## src/rtl/conv_pool_pkg.sv

```systemverilog
// rtl/conv_pool_pkg.sv - shared defaults and pairing state type for the 2x2 max-pool row block
package conv_pool_pkg;
   localparam int DATA_W_DEF       = 32;
   localparam int IN_COLS_DEF      = 6;
   localparam int ROWS_PER_MAP_DEF = 6;
   localparam int OUT_COLS         = IN_COLS_DEF / 2;

   typedef enum logic {
      ST_EVEN = 1'b0,
      ST_ODD  = 1'b1
   } pool_state_t;
endpackage

```

## src/rtl/pool_max2.sv

```systemverilog
// rtl/pool_max2.sv - combinational signed two-input max, no width growth
module pool_max2 #(
   parameter int DATA_W = 32
) (
   input  logic signed [DATA_W-1:0] a,
   input  logic signed [DATA_W-1:0] b,
   output logic signed [DATA_W-1:0] y
);
   assign y = (a > b) ? a : b;
endmodule

```

## src/rtl/pool_max_2x2_row.sv

```systemverilog
// rtl/pool_max_2x2_row.sv - pairs conv rows and emits a 2x2 max-pooled row two stages later
// Define POOL_RELU_EN to clamp negative pooled outputs to zero.
module pool_max_2x2_row
   import conv_pool_pkg::*;
#(
   parameter int DATA_W       = DATA_W_DEF,
   parameter int IN_COLS      = IN_COLS_DEF,
   parameter int ROWS_PER_MAP = ROWS_PER_MAP_DEF
) (
   input  logic                            clk,
   input  logic                            rst,
   input  logic                            row_valid,
   input  logic [1:0]                      feature_idx,
   input  logic [IN_COLS*DATA_W-1:0]       data_in,
   output logic                            pool_valid,
   output logic [1:0]                      pool_idx,
   output logic                            pool_last,
   output logic [(IN_COLS/2)*DATA_W-1:0]   data_out,
   output logic                            pair_err
);
   localparam int N_OUT = IN_COLS / 2;
   localparam int CNT_W = (ROWS_PER_MAP > 1) ? $clog2(ROWS_PER_MAP) : 1;

   pool_state_t               state, state_nxt;
   logic [IN_COLS*DATA_W-1:0] row_buf;
   logic [1:0]                buf_idx;
   logic [CNT_W-1:0]          row_cnt, row_cnt_nxt;
   logic                      load_buf, launch, mismatch, last_pair;

   always_ff @(posedge clk) begin
      if (rst) state <= ST_EVEN;
      else     state <= state_nxt;
   end

   always_comb begin
      state_nxt   = state;
      row_cnt_nxt = row_cnt;
      load_buf    = 1'b0;
      launch      = 1'b0;
      mismatch    = 1'b0;
      last_pair   = 1'b0;
      if (row_valid) begin
         case (state)
            ST_EVEN: begin
               load_buf    = 1'b1;
               row_cnt_nxt = row_cnt + CNT_W'(1);
               state_nxt   = ST_ODD;
            end
            ST_ODD: begin
               if (feature_idx == buf_idx) begin
                  launch      = 1'b1;
                  last_pair   = (row_cnt == CNT_W'(ROWS_PER_MAP - 1));
                  row_cnt_nxt = last_pair ? '0 : row_cnt + CNT_W'(1);
                  state_nxt   = ST_EVEN;
               end else begin
                  // orphaned first row is dropped; the new row restarts the pair
                  mismatch    = 1'b1;
                  load_buf    = 1'b1;
                  row_cnt_nxt = CNT_W'(1);
               end
            end
            default: state_nxt = ST_EVEN;
         endcase
      end
   end

   always_ff @(posedge clk) begin
      if (rst) begin
         row_buf  <= '0;
         buf_idx  <= '0;
         row_cnt  <= '0;
         pair_err <= 1'b0;
      end else begin
         if (load_buf) begin
            row_buf <= data_in;
            buf_idx <= feature_idx;
         end
         row_cnt  <= row_cnt_nxt;
         pair_err <= mismatch;
      end
   end

   // stage 1: vertical max, column by column
   logic [IN_COLS*DATA_W-1:0] vmax, s1_row;
   logic                      s1_valid, s1_last;
   logic [1:0]                s1_idx;

   for (genvar c = 0; c < IN_COLS; c++) begin : g_vmax
      pool_max2 #(.DATA_W(DATA_W)) u_vmax (
         .a (row_buf[c*DATA_W +: DATA_W]),
         .b (data_in[c*DATA_W +: DATA_W]),
         .y (vmax[c*DATA_W +: DATA_W])
      );
   end

   always_ff @(posedge clk) begin
      if (rst) begin
         s1_valid <= 1'b0;
         s1_last  <= 1'b0;
         s1_idx   <= '0;
         s1_row   <= '0;
      end else begin
         s1_valid <= launch;
         if (launch) begin
            s1_row  <= vmax;
            s1_idx  <= buf_idx;
            s1_last <= last_pair;
         end
      end
   end

   // stage 2: output slot s pools s1 slots 2s+1 and 2s (columns 2k and 2k+1)
   logic [N_OUT*DATA_W-1:0] hmax_raw, hmax;

   for (genvar s = 0; s < N_OUT; s++) begin : g_hmax
      pool_max2 #(.DATA_W(DATA_W)) u_hmax (
         .a (s1_row[(2*s+1)*DATA_W +: DATA_W]),
         .b (s1_row[(2*s)*DATA_W +: DATA_W]),
         .y (hmax_raw[s*DATA_W +: DATA_W])
      );
`ifdef POOL_RELU_EN
      assign hmax[s*DATA_W +: DATA_W] = hmax_raw[s*DATA_W + DATA_W - 1] ? '0
                                      : hmax_raw[s*DATA_W +: DATA_W];
`else
      assign hmax[s*DATA_W +: DATA_W] = hmax_raw[s*DATA_W +: DATA_W];
`endif
   end

   always_ff @(posedge clk) begin
      if (rst) begin
         pool_valid <= 1'b0;
         pool_last  <= 1'b0;
         pool_idx   <= '0;
         data_out   <= '0;
      end else begin
         pool_valid <= s1_valid;
         pool_last  <= s1_valid & s1_last;
         if (s1_valid) begin
            data_out <= hmax;
            pool_idx <= s1_idx;
         end
      end
   end
endmodule

```

## config.mk

```make
export PLATFORM = sky130hd
export DESIGN_NAME = pool_max_2x2_row
export DESIGN_NICKNAME = d
export VERILOG_FILES = /design/src/rtl/conv_pool_pkg.sv /design/src/rtl/pool_max2.sv /design/src/rtl/pool_max_2x2_row.sv
export SDC_FILE = /design/constraint.sdc
export NUM_CORES = 2
export LEC_CHECK = 0
export CORE_MARGIN = 2
export CORE_UTILIZATION = 30
export CTS_BUF_LIST = sky130_fd_sc_hd__clkbuf_8
export DETAILED_ROUTE_END_ITERATION = 12
export MAX_ROUTING_LAYER = met4
export SYNTH_ARGS = -nofsm -noshare
export SYNTH_HDL_FRONTEND = slang
export SYNTH_HIERARCHICAL = 1
export SYNTH_SLANG_ARGS = --single-unit
```

## constraint.sdc

```tcl
create_clock -name clk -period 3.2 [get_ports clk]
set_input_delay 0.32 -clock clk [delete_from_list [all_inputs] [get_ports clk]]
set_output_delay 0.32 -clock clk [all_outputs]
set_load 0.005 [all_outputs]
```

# Word-level counts from Yosys, hierarchy flattened
# Index checks and enable logic that the tools add are counted.
# word_totals
regBits	495
latchBits	0
ram_bits	0
mem_bits_ro	0
out_inout_bits	101
wordCells	50
memories	0
# op_classes
addsub	1
mul	0
div_mod_pow	0
magnitude_cmp	9
n_eq_ne	2
n_shift	0
n_mux	21
bitwise	3
n_reduce_logical	1
# op_table
cell	n
$gt A32 B32 Y1	9
$mux W32	9
$mux W1	8
$mux W3	2
$pmux W3 S2	1
$add A3 B1 Y3 const B	1
$eq A3 B3 Y1 const B	1
$reduce_or A3 Y1	1
$eq A2 B2 Y1	1
$not A1 Y1	2
$pmux W1 S2	1
$and A1 B1 Y1	1

# Depth between registers and ports, before layout
# logic_depth
ltp_word	4
ltp_mapped	12
ltp_nobuf	11

# Hierarchy
# The synthesis kept the hierarchy.
# modules_own_cells
mod	n_inst	cells_per_inst	area_each_um2
pool_max_2x2_row	1	2677	23563.8
pool_max2	9	148	1219.9

# Worst setup path before layout
# No wires, ideal clock.
# synth_timing
path_type	register -> register
startpoint	reg s1_row[95]
endpoint	reg data_out[33]
setup_ps	128
arrival_time_ps	2783
t_required_ps	3072
setup_slack_ps	290
path_stages_with_launch	12
n_path_buf	1
cell_sequence	dfxtp_1 -> inv_1 -> ha_1 -> nand4_1 -> or4_1 -> or3_1 -> o2111a_1 -> a211oi_4 -> buf_6 -> mux2_2 -> mux2i_1 -> nor2_1
# synth_via
elab_chain_cells	2
# synth_rtl
item	line	text
from (decl)	pool_max_2x2_row.sv:84	logic [IN_COLS*DATA_W-1:0] vmax, s1_row;
from (signal assigned)	pool_max_2x2_row.sv:105	s1_row <= vmax;
$gt A32 B32 Y1	pool_max2.sv:9	assign y = (a > b) ? a : b;
$mux W32	pool_max2.sv:9	
named net hmax[33]	pool_max_2x2_row.sv:113	logic [N_OUT*DATA_W-1:0] hmax_raw, hmax;
to (signal assigned)	pool_max_2x2_row.sv:139	data_out <= hmax;
to (decl)	pool_max_2x2_row.sv:18	output logic [(IN_COLS/2)*DATA_W-1:0] data_out,
# The timed path passes the listed nets, and every way through them passes these cells.
# A chain may end at the register's enable or synchronous reset.

# Worst setup path after layout
# layout_timing
startpoint	reg s1_row[85]
endpoint	reg data_out[52]
# Same word-level chain as after synthesis.

==> results.sh <==
export IMPL_finalClockSkew_ps=44.7
export IMPL_syn_num_nets=4496
export IMPL_start_util_pct=30.2
export IMPL_ff2ff_setup_slack_ps=-9
export IMPL_io_pins=298
export IMPL_cts_tree="yes"
export IMPL_drc=0
export IMPL_antenna_found_initial=7
export IMPL_route_met3_wl_um=10600
export IMPL_grt_usage_pct=22.2
export IMPL_ys_seq_area_share_pct=28.7
export IMPL_outcome="finished, violations left"
export IMPL_overflow=0
export IMPL_cts_buffers=97
export IMPL_clock_latency_ps=770
export IMPL_grt_start_max_net_pins=168
export IMPL_ir_drop_v=0.000284
export IMPL_worst_pin_slew_ps=1250
export IMPL_relSlewSlack_pct=16.9
export IMPL_utilization_pct=39.1
export IMPL_post_route_cells_drive_above_1_share_pct=22.7
export IMPL_setup_viol=3
export IMPL_fin_nets=4972
export IMPL_postLayoutSetupSlackWorst_ps=-8.98
export IMPL_arrival_ps=3790
export IMPL_multi_input_comb_area_mm2=0.0221
export IMPL_top_layer="met4"
export IMPL_cts_sinks=495
export IMPL_placementRows=124
export IMPL_grt_pass1_wl_um=203000
export IMPL_wl_met1_um=58900
export IMPL_place_congestion=0.906
export IMPL_dp_cells=5868
export IMPL_area_growth_pct=29.4
export IMPL_drv_cap=0
export IMPL_drv_slew=0
export IMPL_drt_pass1_iterations=5
export IMPL_hold_viol_final=0
export IMPL_htree_levels=3
export IMPL_async_flop_share_pct=0
export IMPL_min_period_ps=3210
export IMPL_fp_dieH_um=343
export IMPL_rsz0062_at_grt="yes"
export IMPL_ys_flop_type="dfxtp_1"
export IMPL_worstSetupPathType="flop to flop"
export IMPL_failed_checks="setup timing"
export IMPL_postRouteAntennaNets=0
export IMPL_synthesis_area_mm2=0.0345
export IMPL_core_mm2=0.114
export IMPL_die_area_mm2=0.118
export IMPL_hold_class="input pin to flop"
export IMPL_seqCellArea_mm2=0.00997
export IMPL_dp_slack_ps=-544
export IMPL_yosys_warnings=6
export IMPL_cts_buffer_depth=3
export IMPL_netlist_instances=4009
export IMPL_dp_hpwl_um=89200
export IMPL_p_leak_nw=16.8
export IMPL_cp_max_fo=7
export IMPL_vias=35200
export IMPL_via_per_inst=5.79
export IMPL_ys_ff_latch=495
export IMPL_power_density_mw_per_mm2=457
export IMPL_worstSetupStartpointType="flop"
export IMPL_clockRootBuffer="clkbuf_8"
export IMPL_clk_pin_slew_ps=60
export IMPL_synth_edf_count=0
export IMPL_yosysUniqueCellTypes=45
export IMPL_p_total_mw=20.4
export IMPL_finalCritPeriodShare_pct=100
export IMPL_wl_met2_um=61400
export IMPL_end_kind="flop"
export IMPL_io_buffers=297
export IMPL_instances_no_fill=6072
export IMPL_wirelength_um=134000
export IMPL_drt_initial_drc_count=2913
export IMPL_syn_avg_cell_area_um2=8.62
export IMPL_required_ps=3780
export IMPL_fill_cells=11400
export IMPL_die_w_um=343
export IMPL_wire_per_inst_um=22.1
export IMPL_grt_pass1_vias=33300
export IMPL_fmax_mhz=312
## metrics by stage
| step | instance area (um^2) | hold WS, ps | TNS (ps) |
|---|---|---|---|
| after floorplan | 34500 | 430 | 0 |
| after global placement | 41700 | 468 | -71540 |
| after detailed placement | 41700 | 473 | -75570 |
| after CTS | 43800 | 220 | 0 |
| after global routing | 44700 | 298 | -2490 |
| final | 44700 | 314 | -22.1 |
## Yosys cell counts, drive strengths merged, types with 2 or more instances
| library cell | n | area [um^2] |
|---|---|---|
| a21boi | 10 | 75.1 |
| o211ai | 9 | 67.6 |
| o31ai | 194 | 1460 |
| a21o | 27 | 203 |
| nand2 | 222 | 833 |
| o2111ai | 192 | 1680 |
| a31oi | 192 | 1200 |
| and3 | 2 | 12.5 |
| buf | 180 | 1010 |
| or4 | 9 | 67.6 |
| xor2 | 2 | 32.5 |
| nor2b | 11 | 68.8 |
| nor4 | 18 | 113 |
| mux2 | 288 | 3240 |
| a21oi | 295 | 1480 |
| nor3 | 12 | 60.1 |
| nand3 | 36 | 180 |
| or3 | 9 | 56.3 |
| o311ai | 192 | 1680 |
| and2 | 2 | 12.5 |
| a2111oi | 28 | 245 |
| mux2i | 100 | 1000 |
| a221oi | 9 | 78.8 |
| nor3b | 192 | 1440 |
| clkbuf | 254 | 953 |
| nor2 | 121 | 454 |
| inv | 299 | 1120 |
| nand2b | 9 | 56.3 |
| nand4 | 266 | 1660 |
| o21ai | 19 | 95.1 |
| o2111a | 9 | 101 |
| xnor2 | 2 | 25.0 |
| a211oi | 9 | 180 |
| dfxtp | 495 | 9910 |
| ha | 290 | 3630 |
## cells by family (layout without fill, tap and decap cells)
logic type,after synthesis,after routing,synth area share [%]
other,0,8,0
muxes,388,388,12.3
xor gates and xnor gates,4,4,0.167
AOI/OAI and AO/OA,1189,1189,24.8
adders and majority gates,290,290,10.5
DFF,495,495,28.7
and+or+nand+nor,910,910,14.6
buffers and inverters,733,1276,8.95
## state kept, by name, summed over array words and instances (netlist names)
name / count
row_buf: 192
buf_idx: 2
state: 1
row_cnt: 3
pair_err: 1
pool_last: 1
s1_idx: 2
data_out: 96
pool_idx: 2
s1_row: 192
s1_valid: 1
pool_valid: 1
s1_last: 1
## layer usage
metal,track usage (%),vias to the layer above
met5,-,-
li1,-,16500
met2,34.6,1353
met3,4.37,188
met4,5.94,0
met1,29.3,17100
## path summary, 6_finish.rpt
check,start,endpoint,cells past startpoint
worst max-delay path,s1_row[85],data_out[52],12
worst min-delay path,data_in[41],row_buf[41],3
worst max register to register,s1_row[85],data_out[52],12
worst min register to register,s1_idx[0],s1_idx[0],2
## placed cells by master, fill, tap and decap left out, types with 10 or more instances in the layout
cell,netlist,layout
dfxtp_1,495,457
buf_4,0,443
inv_1,299,323
clkdlybuf4s50_1,0,295
a21oi_1,295,294
ha_1,290,269
nand4_1,266,266
mux2_2,279,250
nand2_1,222,220
o31ai_1,194,194
nor3b_1,192,192
a31oi_1,192,192
o2111ai_1,192,192
o311ai_1,153,153
nor2_1,121,121
clkbuf_8,0,120
mux2i_1,100,100
buf_12,0,46
o311ai_0,39,39
nand3_1,36,36
dfxtp_2,0,34
mux2_4,0,31
a21o_1,27,27
ha_4,0,21
o21ai_0,19,19
nor4_1,18,18
a2111oi_0,28,14
nor3_1,12,12
buf_6,27,11
a21boi_0,10,10
nor2b_1,11,10
clkinv_2,0,10
## where the power goes
part	internal (mW)	total (mW)	switching, mW
registers	6.50	6.88	0.381
clock network	3.67	6.80	3.12
logic	3.22	6.76	3.54
## worst max-delay path, cell delays in order, from the launching register on
cell,delay (ps)
dfxtp_2,330
inv_1,40
ha_1,300
nand4_1,180
or4_4,540
or3_4,340
o2111a_1,150
a211oi_4,330
buf_6,170
buf_8,140
mux2_4,320
mux2i_1,130
nor2_1,50
## final cells by class
type / count / area share, %
Antenna cell: 8 / 0.0448
Inverter: 299 / 2.53
Sequential cell: 495 / 22.3
Clock buffer: 120 / 3.70
Clock inverter: 46 / 0.714
Multi-Input combinational cell: 2781 / 49.5
Tap cell: 1512 / 4.23
Timing Repair Buffer: 811 / 17.0
## what timing repair did
item	4_1_cts	5_1_grt
resized for setup	6	148
hold buffers	2	0
setup buffers	3	16
endpoints found under the hold margin	27	0
setup endpoints to repair	38	213
pin swaps	2	42
cloned	0	10
Power figures use the tool's default switching activity.
